<file path="src/rtl/baud_pkg.sv">
// Shared widths, divisor type and reset-divisor helper for the fractional baud generator.
package baud_pkg;
  localparam int DIV_INT_W_DEF  = 16;
  localparam int DIV_FRAC_W_DEF = 4;
  localparam int DIV_W_DEF      = DIV_INT_W_DEF + DIV_FRAC_W_DEF;

  typedef logic [DIV_W_DEF-1:0] div_word_t;

  localparam div_word_t ONE_DIV = div_word_t'(2 ** DIV_FRAC_W_DEF);

  // round(clk * 2^F / (baud * oversample)) in 2^-F clock units
  function automatic longint calc_default_div(input longint clk_freq, input longint baud,
                                              input longint oversample, input int frac_w);
    longint den;
    den = baud * oversample;
    return ((clk_freq << frac_w) + (den / 64'sd2)) / den;
  endfunction
endpackage

</file>
<file path="src/rtl/baud_frac_acc.sv">
// Fractional-N phase accumulator: adds 1.0 per enabled cycle, subtracts the clamped divisor on wrap.
module baud_frac_acc #(
  parameter int DIV_W  = 20,
  parameter int FRAC_W = 4
) (
  input  logic             clk,
  input  logic             rst_n,
  input  logic             en,
  input  logic             sync,
  input  logic [DIV_W-1:0] div,
  output logic             hit
);
  localparam int ACC_W = DIV_W + 1;
  localparam logic [ACC_W-1:0] ONE_A = ACC_W'(1) << FRAC_W;

  logic [ACC_W-1:0] acc_q, acc_d;
  logic [ACC_W-1:0] nxt_s, eff_div_s;

  // Clamp divisor to 1.0 and compute next phase; sync wins over accumulation
  always_comb begin
    hit   = 1'b0;
    acc_d = acc_q;
    nxt_s = acc_q + ONE_A;
    if ({1'b0, div} < ONE_A) begin
      eff_div_s = ONE_A;
    end else begin
      eff_div_s = {1'b0, div};
    end
    if (sync) begin
      acc_d = '0;
    end else if (en) begin
      if (nxt_s >= eff_div_s) begin
        hit   = 1'b1;
        acc_d = nxt_s - eff_div_s;
      end else begin
        acc_d = nxt_s;
      end
    end else begin
      acc_d = acc_q;
    end
  end

  // Phase register
  always_ff @(posedge clk or negedge rst_n) begin
    if (!rst_n) begin
      acc_q <= '0;
    end else begin
      acc_q <= acc_d;
    end
  end
endmodule

</file>
<file path="src/rtl/baud_gen_frac.sv">
// Fractional UART baud generator: os/bit/mid ticks with shadowed run-time divisor.
// Optional BAUD_GEN_TICK_CNT_EN adds a 32-bit bit_tick counter port tick_cnt.
module baud_gen_frac
  import baud_pkg::*;
#(
  parameter int CLK_FREQ   = 50000000,
  parameter int BAUD_RATE  = 115200,
  parameter int OVERSAMPLE = 16,
  parameter int DIV_INT_W  = DIV_INT_W_DEF,
  parameter int DIV_FRAC_W = DIV_FRAC_W_DEF
) (
  input  logic                              clk,
  input  logic                              rst_n,
  input  logic                              en,
  input  logic                              sync,
  input  logic                              div_wr,
  input  logic [DIV_INT_W+DIV_FRAC_W-1:0]   div_in,
  output logic [DIV_INT_W+DIV_FRAC_W-1:0]   div_q,
  output logic                              os_tick,
  output logic                              bit_tick,
`ifdef BAUD_GEN_TICK_CNT_EN
  output logic                              mid_tick,
  output logic [31:0]                       tick_cnt
`else
  output logic                              mid_tick
`endif
);
  localparam int DIV_W = DIV_INT_W + DIV_FRAC_W;
  localparam int CNT_W = $clog2(OVERSAMPLE);
  localparam logic [DIV_W-1:0] DEFAULT_DIV =
    DIV_W'(calc_default_div(CLK_FREQ, BAUD_RATE, OVERSAMPLE, DIV_FRAC_W));
  localparam logic [CNT_W-1:0] CNT_LAST = CNT_W'(OVERSAMPLE - 1);
  localparam logic [CNT_W-1:0] CNT_MID  = CNT_W'(OVERSAMPLE / 2 - 1);

  logic [DIV_W-1:0] div_d, pend_q, pend_d;
  logic [CNT_W-1:0] os_cnt_q, os_cnt_d;
  logic             os_tick_q, os_tick_d, bit_tick_q, bit_tick_d, mid_tick_q, mid_tick_d;
  logic             hit_s;
`ifdef BAUD_GEN_TICK_CNT_EN
  logic [31:0]      tick_cnt_q, tick_cnt_d;
`endif

  baud_frac_acc #(.DIV_W(DIV_W), .FRAC_W(DIV_FRAC_W)) u_acc (
    .clk   (clk),
    .rst_n (rst_n),
    .en    (en),
    .sync  (sync),
    .div   (div_q),
    .hit   (hit_s)
  );

  // Divisor shadow: a pending write takes effect at a period boundary or while idle/restarting
  always_comb begin
    if (div_wr) begin
      pend_d = div_in;
    end else begin
      pend_d = pend_q;
    end
    if (sync || !en || hit_s) begin
      div_d = pend_d;
    end else begin
      div_d = div_q;
    end
  end

  // Oversample counter and tick generation
  always_comb begin
    os_tick_d  = 1'b0;
    bit_tick_d = 1'b0;
    mid_tick_d = 1'b0;
    os_cnt_d   = os_cnt_q;
    if (sync) begin
      os_cnt_d = '0;
    end else if (hit_s) begin
      os_tick_d  = 1'b1;
      bit_tick_d = (os_cnt_q == CNT_LAST);
      mid_tick_d = (os_cnt_q == CNT_MID);
      if (os_cnt_q == CNT_LAST) begin
        os_cnt_d = '0;
      end else begin
        os_cnt_d = os_cnt_q + CNT_W'(1);
      end
    end else begin
      os_cnt_d = os_cnt_q;
    end
  end

`ifdef BAUD_GEN_TICK_CNT_EN
  // bit_tick counter, unaffected by sync
  always_comb begin
    if (hit_s && (os_cnt_q == CNT_LAST)) begin
      tick_cnt_d = tick_cnt_q + 32'd1;
    end else begin
      tick_cnt_d = tick_cnt_q;
    end
  end

  // Counter register
  always_ff @(posedge clk or negedge rst_n) begin
    if (!rst_n) begin
      tick_cnt_q <= 32'd0;
    end else begin
      tick_cnt_q <= tick_cnt_d;
    end
  end

  assign tick_cnt = tick_cnt_q;
`endif

  // State registers
  always_ff @(posedge clk or negedge rst_n) begin
    if (!rst_n) begin
      div_q      <= DEFAULT_DIV;
      pend_q     <= DEFAULT_DIV;
      os_cnt_q   <= '0;
      os_tick_q  <= 1'b0;
      bit_tick_q <= 1'b0;
      mid_tick_q <= 1'b0;
    end else begin
      div_q      <= div_d;
      pend_q     <= pend_d;
      os_cnt_q   <= os_cnt_d;
      os_tick_q  <= os_tick_d;
      bit_tick_q <= bit_tick_d;
      mid_tick_q <= mid_tick_d;
    end
  end

  assign os_tick  = os_tick_q;
  assign bit_tick = bit_tick_q;
  assign mid_tick = mid_tick_q;
endmodule

</file>
<file path="config.mk">
export PLATFORM = sky130hd
export DESIGN_NAME = baud_gen_frac
export DESIGN_NICKNAME = d
export VERILOG_FILES = /design/src/rtl/baud_pkg.sv /design/src/rtl/baud_frac_acc.sv /design/src/rtl/baud_gen_frac.sv
export SDC_FILE = /design/constraint.sdc
export NUM_CORES = 1
export LEC_CHECK = 0
export BUFFER_PORTS_ARGS = -buffer_cell sky130_fd_sc_hd__buf_4
export CAP_MARGIN = 25
export CORE_ASPECT_RATIO = 0.6
export CORE_MARGIN = 2
export CORE_UTILIZATION = 39
export DETAILED_ROUTE_END_ITERATION = 12
export PLACE_DENSITY_LB_ADDON = 0.15
export SYNTH_ARGS = -nofsm -noshare
export SYNTH_HDL_FRONTEND = slang
export SYNTH_HIERARCHICAL = 1
export SYNTH_SLANG_ARGS = --single-unit
</file>
<file path="constraint.sdc">
create_clock -name clk -period 6.7 [get_ports clk]
set_input_delay 0 -clock clk [delete_from_list [all_inputs] [get_ports clk]]
set_output_delay 0 -clock clk [all_outputs]
set_load 0.01 [all_outputs]
</file>
Word-level counts from Yosys, hierarchy flattened
Cells that the tools add are included.
{"block": "word_totals", "regBits": 68, "latchBits": 0, "ram_bits": 0, "mem_bits_ro": 0, "input_bits": 25, "output_inout_bits": 23, "wordCells": 36, "mem_count": 0}
{"block": "op_classes", "n_addsub": 3, "n_mul": 0, "div_mod_pow": 0, "n_lt_le_gt_ge": 2, "eq_ne": 2, "n_shift": 0, "n_mux": 17, "bitwise": 0, "n_reduce_logical": 5}
{"operator": "$mux W21", "count": 3}
{"operator": "$mux W20", "count": 2}
{"operator": "$add A21 B5 Y21 const B", "count": 1}
{"operator": "$ge A21 B20 Y1", "count": 1}
{"operator": "$sub A21 B20 Y21", "count": 1}
{"operator": "$lt A20 B5 Y1 const B", "count": 1}
{"operator": "$mux W4", "count": 3}
{"operator": "$mux W1", "count": 9}
{"operator": "$add A4 B1 Y4 const B", "count": 1}
{"operator": "$eq A4 B3 Y1 const B", "count": 1}
{"operator": "$eq A4 B4 Y1 const B", "count": 1}
{"operator": "$reduce_bool A2 Y1", "count": 2}
{"operator": "$logic_or A1 B1 Y1", "count": 2}
{"operator": "$logic_not A1 Y1", "count": 1}

Longest topological paths before layout
{"block": "logic_depth", "ltp_word": 8, "depth_mapped": 17, "depth_no_buf": 15}

Modules after synthesis
Netlist, hierarchy kept.
{"mod": "baud_frac_acc", "n_inst": 1, "cells_each": 313, "area_each_um2": 2501.1, "seq_area_each_um2": 525.5}
{"mod": "baud_gen_frac", "n_inst": 1, "cells_each": 112, "area_each_um2": 1881.8, "seq_area_each_um2": 1188.6}

Least setup slack after synthesis
OpenSTA, ideal clock, no wires.
{"block": "synth_timing", "path_kind": "register -> register", "start": "register u_acc.acc_q[4]", "end": "register div_q[0]", "setup_ps": 125, "t_arrival_ps": 3916, "required_ps": 6575, "setup_slack_ps": 2659, "path_stages_with_launch": 17, "path_buffers": 2, "period_less_slack_ps": 4041, "cell_sequence": "dfrtp_1 > ha_1 > nand3_1 > nor3_1 > and3_1 > xor2_1 > ha_1 > o21ai_0 > o21bai_1 > nor4_1 > a21oi_4 > buf_6 > nand2_4 > nor2_1 > or3b_4 > buf_6 > mux2_4"}
{"block": "synth_between", "elab_chain_len": 6}
{"element": "from (decl)", "line_no": "baud_frac_acc.sv:16", "source": "logic [ACC_W-1:0] acc_q, acc_d;"}
{"element": "from (signal assigned)", "line_no": "baud_frac_acc.sv:46", "source": "acc_q <= '0;"}
{"element": "from (signal assigned)", "line_no": "baud_frac_acc.sv:48", "source": "acc_q <= acc_d;"}
{"element": "$add A21 B5 Y21", "line_no": "baud_frac_acc.sv:23", "source": "nxt_s = acc_q + ONE_A;"}
{"element": "$ge A21 B20 Y1", "line_no": "baud_frac_acc.sv:32", "source": "if (nxt_s >= eff_div_s) begin"}
{"element": "$mux W1", "line_no": "baud_frac_acc.sv:32"}
{"element": "$mux W1", "line_no": "baud_frac_acc.sv:31", "source": "end else if (en) begin"}
{"element": "$mux W1", "line_no": "baud_frac_acc.sv:29", "source": "if (sync) begin"}
{"element": "via hit_s", "line_no": "baud_gen_frac.sv:38", "source": "logic hit_s;"}
{"element": "$logic_or A1 B1 Y1", "line_no": "baud_gen_frac.sv:59", "source": "if (sync || !en || hit_s) begin"}
{"element": "to (signal assigned)", "line_no": "baud_gen_frac.sv:120", "source": "div_q <= div_d;"}
{"element": "to (decl)", "line_no": "baud_gen_frac.sv:18", "source": "output logic [DIV_INT_W+DIV_FRAC_W-1:0] div_q,"}
The timed path passes the listed nets, and every way through them passes these cells.
A chain may end at the register's enable or synchronous reset.

Worst setup path in the final report
{"block": "layout_timing", "start": "register div_q[16]", "end": "register div_q[6]"}
{"block": "layout_between", "elab_chain_len": 7}
{"element": "$lt A20 B5 Y1", "line_no": "baud_frac_acc.sv:24", "source": "if ({1'b0, div} < ONE_A) begin"}
{"element": "$mux W20 *", "line_no": "baud_frac_acc.sv:24"}
{"element": "$ge A21 B20 Y1 *", "line_no": "baud_frac_acc.sv:32"}
{"element": "$mux W1 *", "line_no": "baud_frac_acc.sv:32"}
{"element": "$mux W1 *", "line_no": "baud_frac_acc.sv:31"}
{"element": "$mux W1 *", "line_no": "baud_frac_acc.sv:29"}
{"element": "via hit_s", "line_no": "baud_gen_frac.sv:38"}
{"element": "$logic_or A1 B1 Y1 *", "line_no": "baud_gen_frac.sv:59"}
The timed path passes the listed nets; every way through them passes the cells marked *.

==> run_results.csv <==
group,metric,value,unit
worst_setup_path,worst_ep_arrival_time,5.00,ns
global_routing,gr-usage-met2,0.251,
global_routing,grt_antenna_before_repair,0,
worst_setup_path,worstPathCellList,"nor4_1, nand4_1, nor2b_1, ha_1, nand3_1, o21bai_1, a21oi_1, o32ai_2, a21oi_4, buf_4, nand2_4, nor2_1, or3b_4, mux2_4",
floorplanning,die-area,12100,um^2
power,p_per_area,266,nW/um^2
floorplanning,die_h,86.1,um
yosys,synth_area,4380,um^2
global_routing,top_usage_layer,"met1",
final_layout,n_antenna_cell,0,
floorplanning,start_util,0.408,
final_layout,syn2layout_area_growth,22.2,%
final_layout,register_area,1710,um^2
global_routing,grt_usage,0.178,
routing,vias,3376,
routing,viasPerCell,5.35,
worst_setup_path,cp_max_fo,31,
yosys,async_reset_ff_frac,1.00,
worst_hold_path,hold_start,"sync",
global_routing,use_met1,0.271,
routing,routedWlPerCell,16.3,um
final_layout,multi_input_area,2460,um^2
worst_hold_path,holdCritPathClass,"in2reg",
yosys,syn_avg_cell_area,10.3,um^2
worst_setup_path,r2r_start,"div_q[16]$_DFFE_PN0P_",
floorplanning,fp-row-count,29,
clock_network,cts.clk_slew.worst_paths,0.06,ns
sta,setup_viol,0,
yosys,syn_nets,473,
worst_setup_path,critPathMaxStageDelay,0.51,ns
global_routing,grt_max_degree,69,
sta,hold_ws,0.0632,ns
clock_network,clockRootBuffer,"clkbuf_16",
global_routing,grt_pass1_vias,3212,
clock_network,clk_latency,0.33,ns
routing,first_pass_iters,5,
yosys,ys_warn_count,6,
yosys,synthTopCellsByArea,"dfrtp_1 33%, mux2_4 6.9%, ha_1 6.3%",
sta,hold_viol_final,0,
yosys,netlist.area_leader.share,0.331,
clock_network,cts.path.max_buffers,2,
placement,io_buffers,47,
sta,clock.fmax,209,MHz
yosys,yosysMostFrequentCell,"dfrtp_1",
floorplanning,die_w,141,um
yosys,yosys.area.top_type,"dfrtp_1",
placement,gp_congestion,0.844,
power,vdd.ir_drop.worst,0.000142,V
flow_run,cap_viol_max_count,0,
worst_setup_path,worst_setup_path_end_kind,"register",
yosys,synthFlopType,"dfrtp_1",
worst_setup_path,cpMaxStageDelayCell,"or3b_4",
final_layout,fill_cells,987,
sta,fin_tns_setup,0,ns
routing,routed_wirelength,10300,um
clock_network,cts_inserted_buffers,9,
sta,min_period,4.79,ns
sta,finalCritPeriodShare,0.715,
final_layout,num-nets-final,535,
yosys,synth_edf_count,0,
status,outcome,"finished clean",
final_layout,final_layout_size_suffix_gt1_frac,0.258,
routing,drt_iter0_markers,344,
yosys,ys_ff_latch,68,
sta,skew,0.00866,ns
yosys,yosys-top-cells-count,"58 x dfrtp_1, 28 x a21oi_1, 28 x nor2_1, 27 x inv_1",
yosys,ys_seq_area_frac,0.391,
worst_setup_path,r2r_cells,14,
worst_setup_path,start_kind,"register",
global_routing,grtUsageMet3,0.0475,
sta,slew_violations,0,
floorplanning,ios,48,
worst_setup_path,critPathRequiredTime,6.91,ns
clock_network,numClockSinks,68,
global_routing,gr-total-overflow,0,
clock_network,h-tree-depth,3,
floorplanning,core,10700,um^2
worst_setup_path,worstSetupStartpoint,"div_q[16]$_DFFE_PN0P_",
sta,tightestPinTransition,0.866,ns
sta,slew_headroom,0.422,
placement,dp_hpwl,7390,um
power,leakage,0.00248,uW
global_routing,grt_pass1_wl,16800,um
routing,antenna_left,0,
yosys,ys_types,56,
worst_setup_path,critical_path_class,"reg2reg",
routing,drc,0,
clock_network,cts_tree,"built",
worst_hold_path,whs_path_depth,2,
yosys,netlist_instances,425,
sta,rsz0062_at_grt,"no",
==> per-layer routing <==
metal | vias up | part of all wire | wire length, um
met5 | - | 0 | 0
met1 | 1616 | 0.53 | 5430
met4 | 0 | 0.0098 | 101
met3 | 11 | 0.054 | 561
met2 | 105 | 0.41 | 4220
li1 | 1644 | - | -
==> power by group <==
group | internal, uW | switching [uW]
clock network | 347 | 183
logic | 190 | 208
registers | 456 | 41.4
==> cell type report <==
class                   count  share of cell area
clock inverters             5              0.0156
inverters                  27              0.0189
clock buffers              11              0.0472
multi-input cells         312               0.459
repair buffers             69               0.106
well taps                 139              0.0325
flip-flops and latches     68               0.320
==> registers in the layout, summed over array words and instances, names as in the netlist <==
register and count:
bit_tick 1, div_q 20, mid_tick 1, os_cnt_q 4, os_tick 1, pend_q 20
u_acc/acc_q 21
==> cell usage in the layout, fill, tap and decap left out, types with 9 or more instances in the layout <==
master	synthesis	final
o21ai_0	13	13
ha_1	22	22
clkbuf_16	0	9
dfstp_2	10	10
xor2_1	10	10
dlygate4sd3_1	0	21
xnor2_1	21	21
inv_1	27	27
a21oi_1	28	28
nand3_1	21	21
a211oi_1	11	11
nor2_1	28	28
mux2_2	22	22
dfrtp_1	58	58
nand2_1	22	22
mux2i_1	12	12
buf_4	0	48
mux2_4	20	20
==> cells by family after synthesis <==
group | after synthesis | share of synthesized area
compound gates | 83 | 0.127
xor+xnor | 32 | 0.0657
fa+ha+maj | 23 | 0.0674
buf+inv | 45 | 0.0474
flops | 68 | 0.391
mux | 55 | 0.155
simple gates | 119 | 0.147
==> worst paths after layout <==
check / to / slack [ns]
worst max register to register: div_q[6]$_DFFE_PN0P_ / 1.91
worst min register to register: pend_q[9]$_DFF_PN0_ / 0.50
max in group asynchronous: div_q[6]$_DFFE_PN0P_ / 5.81
worst max-delay path: div_q[6]$_DFFE_PN0P_ / 1.91
min in group asynchronous: u_acc/acc_q[19]$_DFFE_PN0P_ / 0.34
worst min-delay path: u_acc/acc_q[18]$_DFFE_PN0P_ / 0.06
==> worst max-delay path, delay by kind of cell, from the launching register on <==
family	cells	cell delay, ns
adder cells (fa/ha/maj)	1	0.34
AND/OR/NAND/NOR	7	2.17
flip-flops	1	0.42
buffers and inverters	1	0.37
AO/OA/AOI/OAI	4	0.99
multiplexers	1	0.34
==> per-stage QoR <==
step / area (um^2) / setup WS [ns] / power (uW) / utilization / instances
6_report: 5360 / 1.91 / 1430 / 0.499 / 631
5_1_grt: 5360 / 1.61 / 1500 / 0.499 / 631
4_1_cts: 5360 / 1.95 / 1440 / 0.499 / 631
3_5_place_dp: 4810 / 1.99 / 890 / 0.448 / 594
3_3_place_gp: 4810 / 2.07 / 885 / 0.448 / 594
2_1_floorplan: 4380 / 2.66 / 776 / - / 425
==> repair_timing <==
action | 4_1_cts | 5_1_grt
setup buffers | 0 | 0
hold buffers | 21 | 0
gates resized for setup | 0 | 0
hold endpoints to repair | 78 | 0
Power figures use the tool's default switching activity.
